===== src/rtl/instr_encoder.sv =====
// instr_encoder: two-stage RV32I encoder turning decoded descriptors into machine words.
// Illegal descriptors emit a nop with out_err set and still take a program address.
`ifndef RFIDX_WIDTH
`define RFIDX_WIDTH 5
`endif
module instr_encoder (
    input  logic                    clk,
    input  logic                    reset,
    input  logic                    start,
    input  logic [31:0]             start_pc,
    input  logic                    in_valid,
    output logic                    in_ready,
    input  logic [3:0]              in_op,
    input  logic [2:0]              in_funct3,
    input  logic                    in_alt,
    input  logic [`RFIDX_WIDTH-1:0] in_rd,
    input  logic [`RFIDX_WIDTH-1:0] in_rs1,
    input  logic [`RFIDX_WIDTH-1:0] in_rs2,
    input  logic [31:0]             in_imm,
    output logic                    out_valid,
    input  logic                    out_ready,
    output logic [31:0]             out_instr,
    output logic [31:0]             out_pc,
    output logic                    out_err
);
    localparam logic [3:0] OP_LUI = 4'd0, OP_AUIPC = 4'd1, OP_JAL = 4'd2, OP_JALR = 4'd3,
                           OP_BRANCH = 4'd4, OP_LOAD = 4'd5, OP_STORE = 4'd6, OP_IMM = 4'd7,
                           OP_OP = 4'd8;
    localparam logic [31:0] NOP = 32'h0000_0013;
    logic                    s1_valid, s1_err;
    logic [3:0]              s1_op;
    logic [2:0]              s1_f3;
    logic [6:0]              s1_f7, f7_c;
    logic [`RFIDX_WIDTH-1:0] s1_rd, s1_rs1, s1_rs2;
    logic [31:0]             s1_imm, pc, word;
    logic                    adv2, err_c, i_ok, b_ok, j_ok, u_ok, shift;
    logic                    unused_pc_bits;
    assign unused_pc_bits = ^start_pc[1:0];
    assign adv2 = !out_valid || out_ready;
    assign in_ready = !start && (!s1_valid || adv2);
    always_comb begin
        i_ok = &in_imm[31:11] || ~|in_imm[31:11];
        b_ok = !in_imm[0] && (&in_imm[31:12] || ~|in_imm[31:12]);
        j_ok = !in_imm[0] && (&in_imm[31:20] || ~|in_imm[31:20]);
        u_ok = ~|in_imm[11:0];
        shift = in_funct3[1:0] == 2'b01;
        case (in_op)
            OP_LUI, OP_AUIPC: err_c = !u_ok;
            OP_JAL:           err_c = !j_ok;
            OP_JALR:          err_c = in_funct3 != 3'd0 || !i_ok;
            OP_BRANCH:        err_c = in_funct3[2:1] == 2'b01 || !b_ok;
            OP_LOAD:          err_c = in_funct3 == 3'b011 || in_funct3[2:1] == 2'b11 || !i_ok;
            OP_STORE:         err_c = in_funct3 > 3'd2 || !i_ok;
            OP_IMM:           err_c = (shift ? |in_imm[31:5] : !i_ok) || (in_alt && in_funct3 != 3'b101);
            OP_OP:            err_c = in_alt && in_funct3 != 3'b000 && in_funct3 != 3'b101;
            default:          err_c = 1'b1;
        endcase
        f7_c = (in_alt && (in_op == OP_OP || (in_op == OP_IMM && in_funct3 == 3'b101))) ? 7'b0100000 : 7'b0000000;
    end
    always_ff @(posedge clk) begin
        if (!reset) begin
            s1_valid <= 1'b0;
        end else if (start) begin
            s1_valid <= 1'b0;
        end else if (in_ready) begin
            s1_valid <= in_valid;
            if (in_valid) begin
                s1_op  <= in_op;
                s1_f3  <= in_funct3;
                s1_f7  <= f7_c;
                s1_rd  <= in_rd;
                s1_rs1 <= in_rs1;
                s1_rs2 <= in_rs2;
                s1_imm <= in_imm;
                s1_err <= err_c;
            end
        end
    end
    always_comb begin
        case (s1_op)
            OP_LUI:    word = {s1_imm[31:12], s1_rd, 7'b0110111};
            OP_AUIPC:  word = {s1_imm[31:12], s1_rd, 7'b0010111};
            OP_JAL:    word = {s1_imm[20], s1_imm[10:1], s1_imm[11], s1_imm[19:12], s1_rd, 7'b1101111};
            OP_JALR:   word = {s1_imm[11:0], s1_rs1, s1_f3, s1_rd, 7'b1100111};
            OP_BRANCH: word = {s1_imm[12], s1_imm[10:5], s1_rs2, s1_rs1, s1_f3, s1_imm[4:1], s1_imm[11], 7'b1100011};
            OP_LOAD:   word = {s1_imm[11:0], s1_rs1, s1_f3, s1_rd, 7'b0000011};
            OP_STORE:  word = {s1_imm[11:5], s1_rs2, s1_rs1, s1_f3, s1_imm[4:0], 7'b0100011};
            OP_IMM:    word = s1_f3[1:0] == 2'b01 ? {s1_f7, s1_imm[4:0], s1_rs1, s1_f3, s1_rd, 7'b0010011}
                                                  : {s1_imm[11:0], s1_rs1, s1_f3, s1_rd, 7'b0010011};
            OP_OP:     word = {s1_f7, s1_rs2, s1_rs1, s1_f3, s1_rd, 7'b0110011};
            default:   word = NOP;
        endcase
    end
    // the address is bound when a word enters S2, so flushed S1 entries never consume one
    always_ff @(posedge clk) begin
        if (!reset) begin
            out_valid <= 1'b0;
            out_instr <= 32'd0;
            out_pc    <= 32'd0;
            out_err   <= 1'b0;
            pc        <= 32'd0;
        end else if (start) begin
            out_valid <= 1'b0;
            pc        <= {start_pc[31:2], 2'b00};
        end else if (adv2) begin
            out_valid <= s1_valid;
            if (s1_valid) begin
                out_instr <= s1_err ? NOP : word;
                out_err   <= s1_err;
                out_pc    <= pc;
                pc        <= pc + 32'd4;
            end
        end
    end
endmodule


===== config.mk =====
export PLATFORM = sky130hd
export DESIGN_NAME = instr_encoder
export DESIGN_NICKNAME = d
export VERILOG_FILES = /design/src/rtl/instr_encoder.sv
export SDC_FILE = /design/constraint.sdc
export NUM_CORES = 1
export LEC_CHECK = 0
export BUFFER_PORTS_ARGS = -buffer_cell sky130_fd_sc_hd__buf_2
export CORE_MARGIN = 2
export CORE_UTILIZATION = 40
export DETAILED_ROUTE_END_ITERATION = 16
export GPL_ROUTABILITY_DRIVEN = 0
export GPL_TIMING_DRIVEN = 0
export SYNTH_ARGS = -nofsm -noshare
export SYNTH_HDL_FRONTEND = slang
export SYNTH_SLANG_ARGS = --single-unit

===== constraint.sdc =====
create_clock -name clk -period 7.29 [get_ports clk]
set_input_delay 0 -clock clk [delete_from_list [all_inputs] [get_ports clk]]
set_output_delay 0 -clock clk [all_outputs]
set_load 0.01 [all_outputs]

## Word level (Yosys, flattened, before mapping)

Cells that the tools add are included.

| operators by class | value |
|---|---|
| add/subtract/negate cells | 1 |
| $mul | 0 |
| div/mod/pow operators | 0 |
| magnitude comparators | 1 |
| equal/unequal tests | 23 |
| shift operators | 0 |
| muxes and demuxes | 9 |
| bitwise gates (word level) | 2 |
| reductions and logical operators | 49 |

Operators with widths:

| operator | count |
|---|---|
| $pmux 32 s9 | 1 |
| $mux 32 | 5 |
| $add 32x3->32 const B | 1 |
| $eq 4x3->1 const B | 8 |
| $reduce_or 27->1 | 1 |
| $reduce_or 12->1 | 2 |
| $reduce_and 21->1 | 1 |
| $reduce_or 21->1 | 1 |
| $reduce_and 20->1 | 1 |
| $reduce_or 20->1 | 1 |
| $eq 4x2->1 const B | 4 |
| $logic_or 1x1->1 | 12 |
| $reduce_and 12->1 | 1 |
| $logic_not 1->1 | 10 |
| $eq 4x1->1 const B | 2 |
| $eq 4x4->1 const B | 2 |
| $logic_and 1x1->1 | 8 |
| $logic_not 4->1 | 2 |
| $pmux 1 s8 | 1 |
| $eq 2x1->1 const B | 3 |
| $mux 6 | 1 |
| $reduce_and 2->1 | 2 |
| $reduce_and 4->1 | 1 |
| $reduce_bool 2->1 | 2 |
| other kinds (10) | 12 |

| storage, ports and cells | value |
|---|---|
| register bits after elaboration | 161 |
| bits in latches | 0 |
| bits in writable memories | 0 |
| ROM bits | 0 |
| input bits | 92 |
| output and inout port bits | 67 |
| logic and storage cells | 100 |
| memories kept | 0 |

## Depth between registers and ports, before layout

| depth | value |
|---|---|
| depth after elaboration | 7 |
| mapped depth | 8 |
| mapped depth without buffers | 5 |

## Least setup slack after synthesis

OpenSTA, ideal clock, no wires.

| path | value |
|---|---|
| path type | input-to-reg |
| start point | in start |
| end point | reg s1_err (enable) |
| setup time | 554 ps |
| data arrival time | 4986 ps |
| required time | 6736 ps |
| slack | 1750 ps |
| cell stages on the path | 6 |
| path buffers | 3 |
| path through | clkbuf_1 inv_1 clkbuf_1 clkbuf_1 nand2_1 a211oi_1 |

| on the way | value |
|---|---|
| longest elaborated chain between the ends | 3 |
| elaborated cells between the ends (all ways) | 4 |
| those cells by class | bitwise: 1; reduce/logical: 3 |

Ends and longest elaborated chain:

| what | RTL line | text |
|---|---|---|
| start: declaration | 9 | `input logic start,` |
| $logic_not 1->1 | 40 | `assign in_ready = !start && (!s1_valid \|\| adv2);` |
| $logic_and 1x1->1 | 40 |  |
| $reduce_and 4->1 (no source line) (*) | -- |  |
| end signal: assignment | 75 | `s1_err <= err_c;` |
| end: declaration | 30 | `logic s1_valid, s1_err;` |

Every way passes the cells marked *; elsewhere a longest branch is shown, timed or not.
A chain may end at the register's enable or synchronous reset.

## Worst setup path after layout

| path | value |
|---|---|
| start point | reg s1_op[1] |
| end point | reg out_instr[14] |

| on the way | value |
|---|---|
| longest elaborated chain between the ends | 3 |
| elaborated cells between the ends (all ways) | 11 |
| those cells by class | eq/ne: 8; mux: 2; reduce/logical: 1 |

Ends and longest elaborated chain:

| what | RTL line | text |
|---|---|---|
| start: declaration | 31 | `logic [3:0] s1_op;` |
| start signal: assignment | 68 | `s1_op <= in_op;` |
| $eq 4x4->1, or another cell as far along | 80 | `case (s1_op)` |
| $pmux 32 s9 (*) | 80 |  |
| $mux 32 (*) | 108 | `out_instr <= s1_err ? NOP : word;` |
| end signal: assignment | 108 |  |
| end: declaration | 22 | `output logic [31:0] out_instr,` |

Marked as above.

==> flow_summary_export.csv <==
group,metric,value,unit
run_status,status,"finished clean",
finish,areaGrowthSynthToFinish,36.2,%
yosys,synth_edf_count,56,
worst_setup_path,critical_path_required,7.63,ns
sta,relSlewSlack,55.6,%
worst_setup_path,crit_type,"flip-flop to flip-flop",
power,power.density,202,nW/µm²
power,fin_total_pwr,1.95,mW
global_route,grt_pass1_vias,5896,
finish,stdcell_count,1234,
sta,fin_ws,5.10,ns
floorplanning,fp.dieH,137,µm
global_route,grt_pass1_wl,31300,µm
worst_setup_path,critical_path.cell_chain,"nor2_2 -> a21boi_0 -> nor3_1 -> clkbuf_1 -> o21ai_0 -> a21boi_0",
worst_setup_path,crit_path_top_delay_cell,"edfxtp_1",
global_route,grtUsageTotal,21.7,%
floorplanning,start_util,40.9,%
global_route,antenna_found_initial,0,
floorplanning,coreArea,17300,µm²
worst_setup_path,startpoint_type,"flip-flop",
clock_network,cts_tree,"yes",
yosys,netlist_area,7070,µm²
sta,hold_violations,0,
placed_design,port_buffers,152,
sta,finalSetupViolations,0,
sta,fin_worst_skew,0.0112,ns
sta,rsz0062_at_grt,"no",
global_route,overflow,0,
floorplanning,die_width,137,µm
worst_setup_path,cp_num_buf_inv,1,
worst_hold_path,min_from,"reset",
placed_design,dp_cells,1114,
sta,fin_crit,2.19,ns
yosys,yosys_warnings,0,
detailed_routing,vias_per_cell,5.20,
yosys,synthCells,733,
global_route,grt_start_max_net_pins,21,
yosys,ys.flop_type,"dfxtp_1",
sta,setup_tns,0,ns
floorplanning,dieArea,18800,µm²
sta,hold-worst-slack,0.0405,ns
detailed_routing,ant_nets,0,
detailed_routing,post-route-drc-count,0,
worst_setup_path,startpoint,"s1_op[1]",
worst_setup_path,ff2ff_setup_slack,5.10,ns
finish,diodes,0,
power,leakage,3.76,nW
clock_network,clkLatencyLatePin,0.43,ns
clock_network,cts_setup_buffers,0,
run,cap_violations,0,
worst_setup_path,r2r-start,"s1_op[1]",
clock_network,cts_root_buffer,"clkbuf_16",
worst_setup_path,path_delay_family,"compound AO/OA/AOI/OAI gates",
detailed_routing,wl,20200,µm
yosys,async_flop_share,0,%
placed_design,dp_hpwl,14300,µm
sta,period_share,30.1,%
detailed_routing,num_vias,6417,
detailed_routing,firstDrtPassIters,5,
yosys,yosysUniqueCellTypes,66,
clock_network,cts_made_buffers,17,
worst_setup_path,arrival,2.54,ns
sta,fmax,456,MHz
finish,final_nets,1089,
worst_setup_path,critPathMaxStageDelay,0.47,ns
clock_network,cts.sink_count,150,
finish,fillers,1552,
placed_design,dp_slack,4.93,ns
yosys,seq_area_frac_synth,50.4,%
detailed_routing,wl_per_cell,16.3,µm
worst_setup_path,crit_top_cell,"a21boi_0",
power,peakVddDrop,0.183,mV
sta,slew_violations,0,
yosys,syn_avg_cell_area,9.65,µm²
finish,layout-drive-gt1-share,21.0,%
detailed_routing,drt_iter0_markers,418,
clock_network,clkTransAtPathRegs,0.07,ns
clock_network,htree_levels,4,
sta,worst_pin_slew,0.662,ns
floorplanning,pin_count,159,
yosys,ys_ff_latch,150,
floorplanning,fp-row-count,48,
worst_hold_path,hold_path_class,"input port to flip-flop",
clock_network,cts_buffer_depth,2,
worst_setup_path,path_max_fanout,10,
worst_setup_path,end_kind,"flip-flop",
Yosys cell counts, types with 14 or more instances:
cell type	count	area (µm²)
edfxtp_1	56	1680
nand2b_1	24	150
nand2_1	112	420
clkbuf_1	39	146
and2_1	27	169
nor2_1	18	67.6
a21boi_0	45	338
a21oi_1	32	160
nor2b_1	14	87.6
o21ai_0	48	240
dfxtp_1	94	1880
nand3_1	19	95.1
sequential cells by signal, summed over array words and instances (netlist names):
signal / count
s1_imm: 32
s1_op: 4
out_pc: 30
s1_f7: 1
s1_f3: 3
s1_valid: 1
s1_rs2: 5
out_valid: 1
s1_rs1: 5
s1_err: 1
out_instr: 31
out_err: 1
pc: 30
s1_rd: 5
final timing paths:
path,end,cells past startpoint
max,out_instr[14],6
min,pc[25],3
max reg2reg,out_instr[14],6
min reg2reg,out_pc[13],2
worst register-to-register path: stages (launching register included):
cell,delay (ns)
edfxtp_1,0.47
nor2_2,0.40
a21boi_0,0.22
nor3_1,0.23
clkbuf_1,0.37
o21ai_0,0.23
a21boi_0,0.20
through the flow:
stage / utilization (%) / instance area (µm²)
2_1_floorplan: - / 7080
3_3_place_gp: 46.9 / 8120
3_5_place_dp: 47.4 / 8200
4_1_cts: 55.7 / 9640
5_1_grt: 55.7 / 9640
6_report: 55.7 / 9640
report_power, final:
group	internal [mW]	switching, mW
clock	0.471	0.355
combinational	0.0999	0.0967
sequential	0.901	0.0250
total	1.47	0.477
repair_timing:
action	4_1_cts	5_1_grt
endpoints found under the hold margin	87	0
gates resized for setup	0	0
hold buffers	88	0
setup endpoints to repair	0	0
cells in the final DEF (no fill, tap or decap), drive strengths merged, types with 9 or more instances in the layout:
cell and count:
o21ai 48, a21o 9, inv 10, a21oi 32, nor4 15, buf 169, nor2 19, a21boi 46
and2 28, nand4 13, edfxtp 56, clkbuf 57, o211a 13, nor2b 14, dlygate4sd3 88, xnor2 11
a22oi 13, nand2 112, nand3b 10, dfxtp 94, nand2b 25, nor3 10, nand3 20
metal layers:
metal	vias up	track usage [%]	wire, µm
li1	3191	-	-
met1	2977	30.5	9530
met2	222	32.7	8910
met3	27	5.30	1310
met4	0	7.22	394
met5	-	0	0
cells by family after synthesis:
logic type / Yosys count / synth area share, %
other: 1 / 0.0530
buffers and inverters: 59 / 3.61
AND/OR/NAND/NOR: 300 / 23.6
XOR/XNOR: 19 / 2.35
AO/OA/AOI/OAI: 198 / 19.1
adder cells (fa/ha/maj): 1 / 0.177
multiplexers: 5 / 0.725
flip-flops: 150 / 50.4
area by class of cell:
class	count	area [µm²]	area share, %
well taps	225	282	2.92
flip-flops and latches	150	3560	37.0
inverters	6	22.5	0.234
plain buffers	53	233	2.41
clock inverters	14	125	1.30
repair buffers	243	1710	17.8
clock buffers	18	429	4.45
multi-input cells	525	3270	33.9
(Power assumes the default switching activity.)
